**src/rtl/seg7_pkg.sv**
```systemverilog
`default_nettype none
// ============================================================================
//  Module      : seg7_pkg
//  Description : Shared constants and the hex-to-segment encoder for the
//                7-segment scan driver.
//  Revision    : 1.0 - initial release
// ============================================================================
package seg7_pkg;

    // Segment bit positions within a 7-bit pattern (bit6..bit0 = g..a)
    localparam int SEG_IDX_A = 0;
    localparam int SEG_IDX_B = 1;
    localparam int SEG_IDX_C = 2;
    localparam int SEG_IDX_D = 3;
    localparam int SEG_IDX_E = 4;
    localparam int SEG_IDX_F = 5;
    localparam int SEG_IDX_G = 6;

    // Active-high segment patterns
    localparam logic [6:0] SEG_0     = 7'h3F;
    localparam logic [6:0] SEG_1     = 7'h06;
    localparam logic [6:0] SEG_2     = 7'h5B;
    localparam logic [6:0] SEG_3     = 7'h4F;
    localparam logic [6:0] SEG_4     = 7'h66;
    localparam logic [6:0] SEG_5     = 7'h6D;
    localparam logic [6:0] SEG_6     = 7'h7D;
    localparam logic [6:0] SEG_7     = 7'h07;
    localparam logic [6:0] SEG_8     = 7'h7F;
    localparam logic [6:0] SEG_9     = 7'h6F;
    localparam logic [6:0] SEG_DASH  = 7'h40;
    localparam logic [6:0] SEG_BLANK = 7'h00;

    // Blink phase: SHOW lights masked digits, HIDE blanks them
    typedef enum logic {
        BLINK_SHOW = 1'b0,
        BLINK_HIDE = 1'b1
    } blink_e;

    // Digit value to active-high segment pattern; 10..14 blank, 15 dash
    function automatic logic [6:0] seg7_encode(input logic [3:0] nibble);
        logic [6:0] pat;
        case (nibble)
            4'd0:    pat = SEG_0;
            4'd1:    pat = SEG_1;
            4'd2:    pat = SEG_2;
            4'd3:    pat = SEG_3;
            4'd4:    pat = SEG_4;
            4'd5:    pat = SEG_5;
            4'd6:    pat = SEG_6;
            4'd7:    pat = SEG_7;
            4'd8:    pat = SEG_8;
            4'd9:    pat = SEG_9;
            4'd15:   pat = SEG_DASH;
            default: pat = SEG_BLANK;
        endcase
        return pat;
    endfunction

endpackage
`default_nettype wire

```
**src/rtl/seg7_decode.sv**
```systemverilog
`default_nettype none
// ============================================================================
//  Module      : seg7_decode
//  Description : Combinational digit decoder with output polarity applied.
//  Revision    : 1.0 - initial release
// ============================================================================
module seg7_decode #(
    parameter int SEG_ACTIVE_LOW = 1
) (
    input  logic [3:0] i_nibble,
    output logic [6:0] o_seg
);
    import seg7_pkg::*;

    localparam logic [6:0] SEG_INV = (SEG_ACTIVE_LOW != 0) ? 7'h7F : 7'h00;

    // Encode the nibble and flip to the pad polarity
    always_comb begin
        o_seg = seg7_encode(i_nibble) ^ SEG_INV;
    end

endmodule
`default_nettype wire

```
**src/rtl/seg7_scan_driver.sv**
```systemverilog
`default_nettype none
// ============================================================================
//  Module      : seg7_scan_driver
//  Description : Time-multiplexed 7-segment driver with per-slot dead time,
//                frame-aligned input snapshot and digit blinking.
//  Revision    : 1.0 - initial release
// ============================================================================
module seg7_scan_driver #(
    parameter int NUM_DIGITS     = 4,
    parameter int SCAN_DIV       = 50000,
    parameter int BLANK_CYC      = 16,
    parameter int SEG_ACTIVE_LOW = 1,
    parameter int DIG_ACTIVE_LOW = 1
) (
    input  logic                    i_clk,
    input  logic                    i_rst_n,
    input  logic                    i_en,
    input  logic [4*NUM_DIGITS-1:0] i_digits,
    input  logic [NUM_DIGITS-1:0]   i_dp,
    input  logic [NUM_DIGITS-1:0]   i_blink_mask,
    input  logic                    i_blink_tick,
    output logic [6:0]              o_seg,
    output logic                    o_dp,
    output logic [NUM_DIGITS-1:0]   o_dig,
    output logic                    o_frame
);
    import seg7_pkg::*;

    localparam int PW = $clog2(SCAN_DIV);
    localparam int SW = ($clog2(NUM_DIGITS) < 1) ? 1 : $clog2(NUM_DIGITS);

    localparam logic [PW-1:0] PRESC_LAST = PW'(SCAN_DIV - 1);
    localparam logic [PW-1:0] BLANK_END  = PW'(BLANK_CYC);
    localparam logic [SW-1:0] SLOT_LAST  = SW'(NUM_DIGITS - 1);

    // Pad-level "off" values
    localparam logic [6:0]            SEG_OFF = (SEG_ACTIVE_LOW != 0) ? 7'h7F : 7'h00;
    localparam logic                  DP_OFF  = (SEG_ACTIVE_LOW != 0);
    localparam logic [NUM_DIGITS-1:0] DIG_OFF = (DIG_ACTIVE_LOW != 0) ? {NUM_DIGITS{1'b1}}
                                                                      : {NUM_DIGITS{1'b0}};

    // Scan state
    logic [PW-1:0] presc_q, presc_d;
    logic [SW-1:0] slot_q, slot_d;
    blink_e        blink_q, blink_d;

    // Frame snapshot of the display inputs
    logic [NUM_DIGITS-1:0][3:0] digits_q, digits_d;
    logic [NUM_DIGITS-1:0]      dp_q, dp_d;
    logic [NUM_DIGITS-1:0]      mask_q, mask_d;

    // Registered outputs
    logic [6:0]            seg_q, seg_d;
    logic                  odp_q, odp_d;
    logic [NUM_DIGITS-1:0] dig_q, dig_d;
    logic                  frame_q, frame_d;

    logic                  presc_wrap;
    logic                  frame_wrap;
    logic                  dark;
    logic [NUM_DIGITS-1:0] dig_onehot;
    logic [6:0]            dec_seg;

    seg7_decode #(
        .SEG_ACTIVE_LOW (SEG_ACTIVE_LOW)
    ) u_decode (
        .i_nibble (digits_q[slot_q]),
        .o_seg    (dec_seg)
    );

    // Prescaler, slot counter and snapshot next-state; disabled scan parks at 0
    // and keeps the snapshot tracking the inputs so a restart shows fresh values
    always_comb begin
        presc_wrap = (presc_q == PRESC_LAST);
        frame_wrap = i_en && presc_wrap && (slot_q == SLOT_LAST);
        presc_d    = presc_q;
        slot_d     = slot_q;
        digits_d   = digits_q;
        dp_d       = dp_q;
        mask_d     = mask_q;
        frame_d    = frame_wrap;
        if (!i_en) begin
            presc_d  = '0;
            slot_d   = '0;
            digits_d = i_digits;
            dp_d     = i_dp;
            mask_d   = i_blink_mask;
        end else begin
            presc_d = presc_wrap ? '0 : presc_q + 1'b1;
            if (presc_wrap) begin
                slot_d = (slot_q == SLOT_LAST) ? '0 : slot_q + 1'b1;
            end
            if (frame_wrap) begin
                digits_d = i_digits;
                dp_d     = i_dp;
                mask_d   = i_blink_mask;
            end
        end
    end

    // Blink phase toggles on each tick while scanning, forced to SHOW when idle
    always_comb begin
        blink_d = blink_q;
        if (!i_en) begin
            blink_d = BLINK_SHOW;
        end else if (i_blink_tick) begin
            blink_d = (blink_q == BLINK_SHOW) ? BLINK_HIDE : BLINK_SHOW;
        end
    end

    // Output stage: dark during dead time, when disabled, or for a blinked-off digit
    always_comb begin
        for (int k = 0; k < NUM_DIGITS; k++) begin
            dig_onehot[k] = (slot_q == SW'(k));
        end
        dark = !i_en || (presc_q < BLANK_END) ||
               ((blink_q == BLINK_HIDE) && mask_q[slot_q]);
        if (dark) begin
            seg_d = SEG_OFF;
            odp_d = DP_OFF;
            dig_d = DIG_OFF;
        end else begin
            seg_d = dec_seg;
            odp_d = dp_q[slot_q] ^ DP_OFF;
            dig_d = dig_onehot ^ DIG_OFF;
        end
    end

    // State and output registers
    always_ff @(posedge i_clk or negedge i_rst_n) begin
        if (!i_rst_n) begin
            presc_q  <= '0;
            slot_q   <= '0;
            blink_q  <= BLINK_SHOW;
            digits_q <= '0;
            dp_q     <= '0;
            mask_q   <= '0;
            seg_q    <= SEG_OFF;
            odp_q    <= DP_OFF;
            dig_q    <= DIG_OFF;
            frame_q  <= 1'b0;
        end else begin
            presc_q  <= presc_d;
            slot_q   <= slot_d;
            blink_q  <= blink_d;
            digits_q <= digits_d;
            dp_q     <= dp_d;
            mask_q   <= mask_d;
            seg_q    <= seg_d;
            odp_q    <= odp_d;
            dig_q    <= dig_d;
            frame_q  <= frame_d;
        end
    end

    assign o_seg   = seg_q;
    assign o_dp    = odp_q;
    assign o_dig   = dig_q;
    assign o_frame = frame_q;

endmodule
`default_nettype wire

```
**config.mk**
```make
export PLATFORM = sky130hd
export DESIGN_NAME = seg7_scan_driver
export DESIGN_NICKNAME = d
export VERILOG_FILES = /design/src/rtl/seg7_pkg.sv /design/src/rtl/seg7_decode.sv /design/src/rtl/seg7_scan_driver.sv
export SDC_FILE = /design/constraint.sdc
export NUM_CORES = 1
export LEC_CHECK = 0
export ABC_AREA = 1
export CORE_MARGIN = 8
export CORE_UTILIZATION = 30
export CTS_CLUSTER_DIAMETER = 80
export DETAILED_ROUTE_END_ITERATION = 12
export DONT_BUFFER_PORTS = 1
export HOLD_SLACK_MARGIN = 0.02
export PLACE_DENSITY_LB_ADDON = 0.25
export SETUP_SLACK_MARGIN = 0.1
export SYNTH_ARGS = -nofsm -noshare
export SYNTH_HDL_FRONTEND = slang
export SYNTH_SLANG_ARGS = --single-unit
```
**constraint.sdc**
```tcl
create_clock -name i_clk -period 3.5 [get_ports i_clk]
set_input_delay 0.7 -clock i_clk [delete_from_list [all_inputs] [get_ports i_clk]]
set_output_delay 0.7 -clock i_clk [all_outputs]
set_load 0.01 [all_outputs]
```
# Word level (Yosys, flattened, before mapping)
# Memories as Yosys holds them, arrays and structs flattened.
# Index checks and enable logic that the tools add are counted.
word_totals:
  regBits: 56
  romBits: 112
  input_bits: 28
  out_inout_bits: 13
  word_cells: 58
  n_memories: 1
memory_table:
  columns: ["memory", "words", "width", "rd", "rd_ports_with_merged_regs", "wr", "line_no", "source"]
  rows:
  - ["(name not given)", 16, 7, 1, 0, 0, "seg7_pkg.sv:42", "case (nibble)"]
classes:
  add_sub_neg: 2
  magnitude_cmp: 2
  eq_ne: 7
  muxes: 23
  n_bitwise: 3
  n_reduce_logical: 7
ops:
  columns: ["operator", "count"]
  rows:
  - ["$mux 16", 4]
  - ["$mux 4", 6]
  - ["$add 16x1->16 const B", 1]
  - ["$eq 16x16->1 const B", 1]
  - ["$lt 16x5->1 const B", 1]
  - ["$bmux 4 s2", 1]
  - ["$mux 7", 1]
  - ["$not 7->7", 1]
  - ["$mux 1", 6]
  - ["$mux 2", 3]
  - ["$ne 2x1->1 const B", 3]
  - ["$bmux 1 s2", 2]
  - ["$eq 2x2->1 const B", 2]
  - ["$not 4->4", 1]
  - ["$logic_and 1x1->1", 3]
  - ["$lt 2x3->1 const B", 1]
  - ["$add 2x1->2 const B", 1]
  - ["$eq 2x1->1 const B", 1]
  - ["$logic_not 2->1", 1]
  - ["$logic_or 1x1->1", 2]
  - ["$logic_not 1->1", 1]
  - ["$not 1->1", 1]

# Depth between registers and ports, before layout
depth:
  word_depth: 5
  mapped_depth: 12

# By module
# A second synthesis with hierarchy kept.
unflattened:
  hier_cells: 356
  area_unflattened_um2: 2882.8
by_module_without_submodules:
  columns: ["module", "instances", "cells_per_inst", "area_per_inst_um2", "seq_area_each_um2"]
  rows:
  - ["seg7_scan_driver", 1, 320, 2672.6, 1416.4]
  - ["seg7_decode", 1, 36, 210.2, 0.0]

# Worst setup path before layout
# OpenSTA, ideal clock, no wires.
synth_path:
  path_kind: "register to register"
  startpoint: "reg slot_q[0]"
  endpoint: "reg seg_q[6] (netlist: o_seg[6])"
  setup_time_ps: 88
  arrival_ps: 1531
  setup_slack_ps: 1881
  stages_incl_launch_ff: 11
  path_buffers: 2
  synth_period_minus_slack_ps: 1619
  path_cell_list: "dfrtp_1 buf_4 buf_2 nand2_1 nand3_1 nand2_1 inv_1 ha_1 nand3b_1 nand3_1 nand3_1"
synth_between:
  elab_chain_cells: 5
  word_cells_on_any_way: 9
synth_lines:
  columns: ["item", "line_no", "source"]
  rows:
  - ["start: declaration", "seg7_scan_driver.sv:44", "logic [SW-1:0] slot_q, slot_d;"]
  - ["start signal: assignment", "seg7_scan_driver.sv:144", "slot_q <= slot_d;"]
  - ["$bmux 4 s2 or $bmux 1 s2 (tied branches)", "seg7_scan_driver.sv:67, seg7_scan_driver.sv:117", null]
  - ["$mux 4 (not written as such) or $mux 1 (tied branches)", "seg7_scan_driver.sv:67, seg7_scan_driver.sv:117", null]
  - ["$mem_v2 16x7 or $logic_and 1x1->1 (tied branches)", null, null]
  - ["$not 7->7 (no source line) or $logic_or 1x1->1 (tied branches)", null, null]
  - ["$mux 7 (*)", "seg7_scan_driver.sv:118", "if (dark) begin"]
  - ["named net seg_d[6]", "seg7_scan_driver.sv:53", "logic [6:0] seg_q, seg_d;"]
  - ["end signal: assignment", "seg7_scan_driver.sv:149", "seg_q <= seg_d;"]
  - ["end: declaration", "seg7_scan_driver.sv:53", null]
# Mark *: on every way through the listed nets, which the timed path passes. The rest lies on a longest branch. The select of a mux whose other input is x is not followed.
# A chain may end at the register's enable or synchronous reset.

# Final worst setup path
layout_path:
  startpoint: "reg slot_q[0]"
  endpoint: "reg seg_q[5] (netlist: o_seg[5])"
# Same word-level chain as after synthesis.

==> impl_metrics.py <==
metrics = {
    "run_status": {
        "status": "finished, final reports clean",
    },
    "timing": {
        "tns_ps": 0,
        "rsz0062_at_grt": "no",
        "setup_viol": 0,
        "worst_slew_pin_slew_ps": 662,
        "maxSlewViolCount": 0,
        "hold_violations": 0,
        "min_period_ps": 2050,
        "fin_crit_sh": 0.585,
        "relSlewSlack": 0.557,
        "skew_ps": 15.3,
        "max_freq_mhz": 488,
    },
    "pwr": {
        "switching_power_uw": 395,
        "pwr-share-clk": 0.289,
        "cellPowerDensity_nw_per_um2": 411,
        "switching_share": 0.305,
        "p_seq_frac": 0.551,
        "p_total_uw": 1300,
        "combPwrFrac": 0.160,
        "max-vdd-ir-drop_mv": 0.174,
        "leakage_uw": 0.00151,
        "p_int_uw": 901,
    },
    "floorplan": {
        "dieWidth_um": 115,
        "rows": 36,
        "die_area_sq_um": 13300,
        "ioPinCount": 41,
        "coreArea_sq_um": 9680,
        "initial_core_util": 0.306,
        "fp.dieH_um": 115,
    },
    "routing": {
        "routed_wl_um": 6660,
        "drtIter0Drc": 105,
        "drtAntennaViolNets": 0,
        "via_per_inst": 4.58,
        "wire_per_inst_um": 13.5,
        "drc": 0,
        "vias": 2252,
        "firstDrtPassIters": 4,
    },
    "finish": {
        "drive_gt1_frac": 0.120,
        "nFillCells": 1046,
        "area_delta_synth_final_pct": 6.20,
        "layout.nets": 397,
        "diodes": 0,
    },
    "placement": {
        "place_hpwl_um": 4800,
        "port_buffers": 0,
        "place_congestion": 0.788,
    },
    "critical_path": {
        "cp_max_fo": 20,
        "worstPathRequired_ps": 3720,
        "arrival_ps": 2270,
        "end_kind": "flip-flop",
        "startpoint_type": "flip-flop",
        "path_class": "reg -> reg",
    },
    "synth": {
        "synthMuxAreaShare": 0,
        "synth-simple-area-share": 0.355,
        "synth_compound_area_frac": 0.0485,
        "ys_seq_area_frac": 0.478,
        "syn_area_sq_um": 2970,
        "synth_top_family_by_area": "simple AND/OR/NAND/NOR gates",
        "synthCells": 363,
        "yosys_warnings": 0,
        "synth_ff_type": "dfrtp_1",
        "synth_edf_count": 0,
        "syn_nets": 402,
        "avgSynthCellArea_sq_um": 8.17,
        "synth_seq_cells": 56,
        "synth_adder_area_share": 0.0464,
        "yosysUniqueCellTypes": 35,
        "async_flop_share": 1.00,
        "synth_xor_xnor_area_share": 0.0118,
    },
    "cts": {
        "clk_pin_slew_ps": 110,
        "cts_buffer_depth": 2,
        "cts_tree": "done",
        "insertion_delay_ps": 320,
        "htreeDepth": 2,
        "cts_root_buf": "clkbuf_8",
        "cts_sinks": 56,
        "cts_hold_buf": 0,
        "cts.repair.resized": 0,
        "cts_setup_buffers": 0,
        "numCtsBuffers": 5,
    },
    "global_route": {
        "track_usage": 0.106,
        "antenna_found_initial": 0,
        "grt_pass1_wl_um": 11300,
        "grt_max_degree": 57,
        "overflow": 0,
        "grt_pass1_vias": 2275,
    },
    "worst_hold_path": {
        "hold_path_class": "in -> async",
    },
    "flow_run": {
        "maxCapViolCount": 0,
    },
}
==> cell families after synthesis <==
logic type | after synthesis
flip-flops | 56
AO/OA/AOI/OAI | 22
adder cells (fa/ha/maj) | 11
buffers and inverters | 39
XOR/XNOR | 4
AND/OR/NAND/NOR | 231
==> final timing paths <==
kind | endpoint | slack, ps | depth (start not counted) | start
worst min register to register | presc_q[0] | 470 | 1 | presc_q[0]
worst max-delay path | o_seg[5] | 1450 | 9 | slot_q[0]
worst max register to register | o_seg[5] | 1450 | 9 | slot_q[0]
min in group i_clk | blink_q | 450 | 1 | i_blink_tick
max in group asynchronous | o_seg[4] | 3240 | 0 | i_rst_n
worst min-delay path | presc_q[8] | 70 | 0 | i_rst_n
==> cell usage after synthesis (3+ instances only) <==
cell,number,share of area
ha_1,11,0.046
a21oi_1,3,0.0051
inv_2,5,0.0063
o21bai_1,3,0.0076
xor2_1,3,0.0089
nand2_2,6,0.013
o21ai_0,9,0.015
nand3_1,55,0.093
nand2_1,118,0.15
buf_2,5,0.0084
nor2_1,32,0.041
dfrtp_1,44,0.37
inv_1,21,0.027
buf_4,3,0.0076
dfstp_2,12,0.11
nor3_1,6,0.010
==> state kept, by name (all words and copies together), names as in the netlist <==
name / cells
o_dp: 1
presc_q: 16
o_frame: 1
slot_q: 2
dp_q: 4
o_dig: 4
blink_q: 1
mask_q: 4
digits_q: 16
o_seg: 7
==> power by group through the flow <==
stage	Combinational (uW)	Sequential, uW	Clock [uW]
floorplan	190	705	0
global placement	206	725	0
detailed placement	208	725	0
CTS	209	713	393
global route	250	718	413
finish	207	713	375
==> through the flow <==
stage | area, sq um | utilization | setup WS [ps] | hold WS, ps | instances
6_report | 3150 | 0.325 | 1450 | 65.9 | 492
5_1_grt | 3150 | 0.325 | 1160 | 42.6 | 492
4_1_cts | 3150 | 0.325 | 1440 | 54.0 | 492
3_5_place_dp | 3050 | 0.315 | 1470 | 408 | 484
3_3_place_gp | 3050 | 0.315 | 1530 | 408 | 484
2_1_floorplan | 2970 | - | 1880 | 404 | 363
==> cell usage in the layout (no fill, tap or decap), drive strengths merged, types with 2 or more instances in the layout <==
cell / instances
dfstp: 12
nand2: 126
o211ai: 2
nor2: 36
nand3b: 2
a21oi: 4
clkinv: 3
xor2: 3
nand3: 57
ha: 11
clkbuf: 5
dfrtp: 44
nor3: 6
inv: 27
o21bai: 4
nand4: 3
o21ai: 10
==> per-layer routing <==
layer	wire length, um	vias up	global-route usage
met1	3250	1050	0.142
met4	80	0	0.0289
li1	-	1152	-
met3	520	6	0.0406
met2	2810	44	0.154
met5	0	-	0
==> final cells by class <==
class	count	area (sq um)	area share
sequential	56	1420	0.450
multi-input combinational	268	1370	0.435
tap	133	166	0.0528
inverter	27	103	0.0326
clock buffer	5	68.8	0.0219
clock inverter	3	26.3	0.00834
==> critical path, cell delays in order (launching register included) <==
cell and delay, ps:
dfrtp_1 720, inv_2 230, nand2_1 100, nand3_1 70, nand2_1 180, inv_1 110, ha_1 200, nand3b_1 160
nand3_1 100, nand3_1 70
No activity file was read; power rests on OpenSTA's default activity.
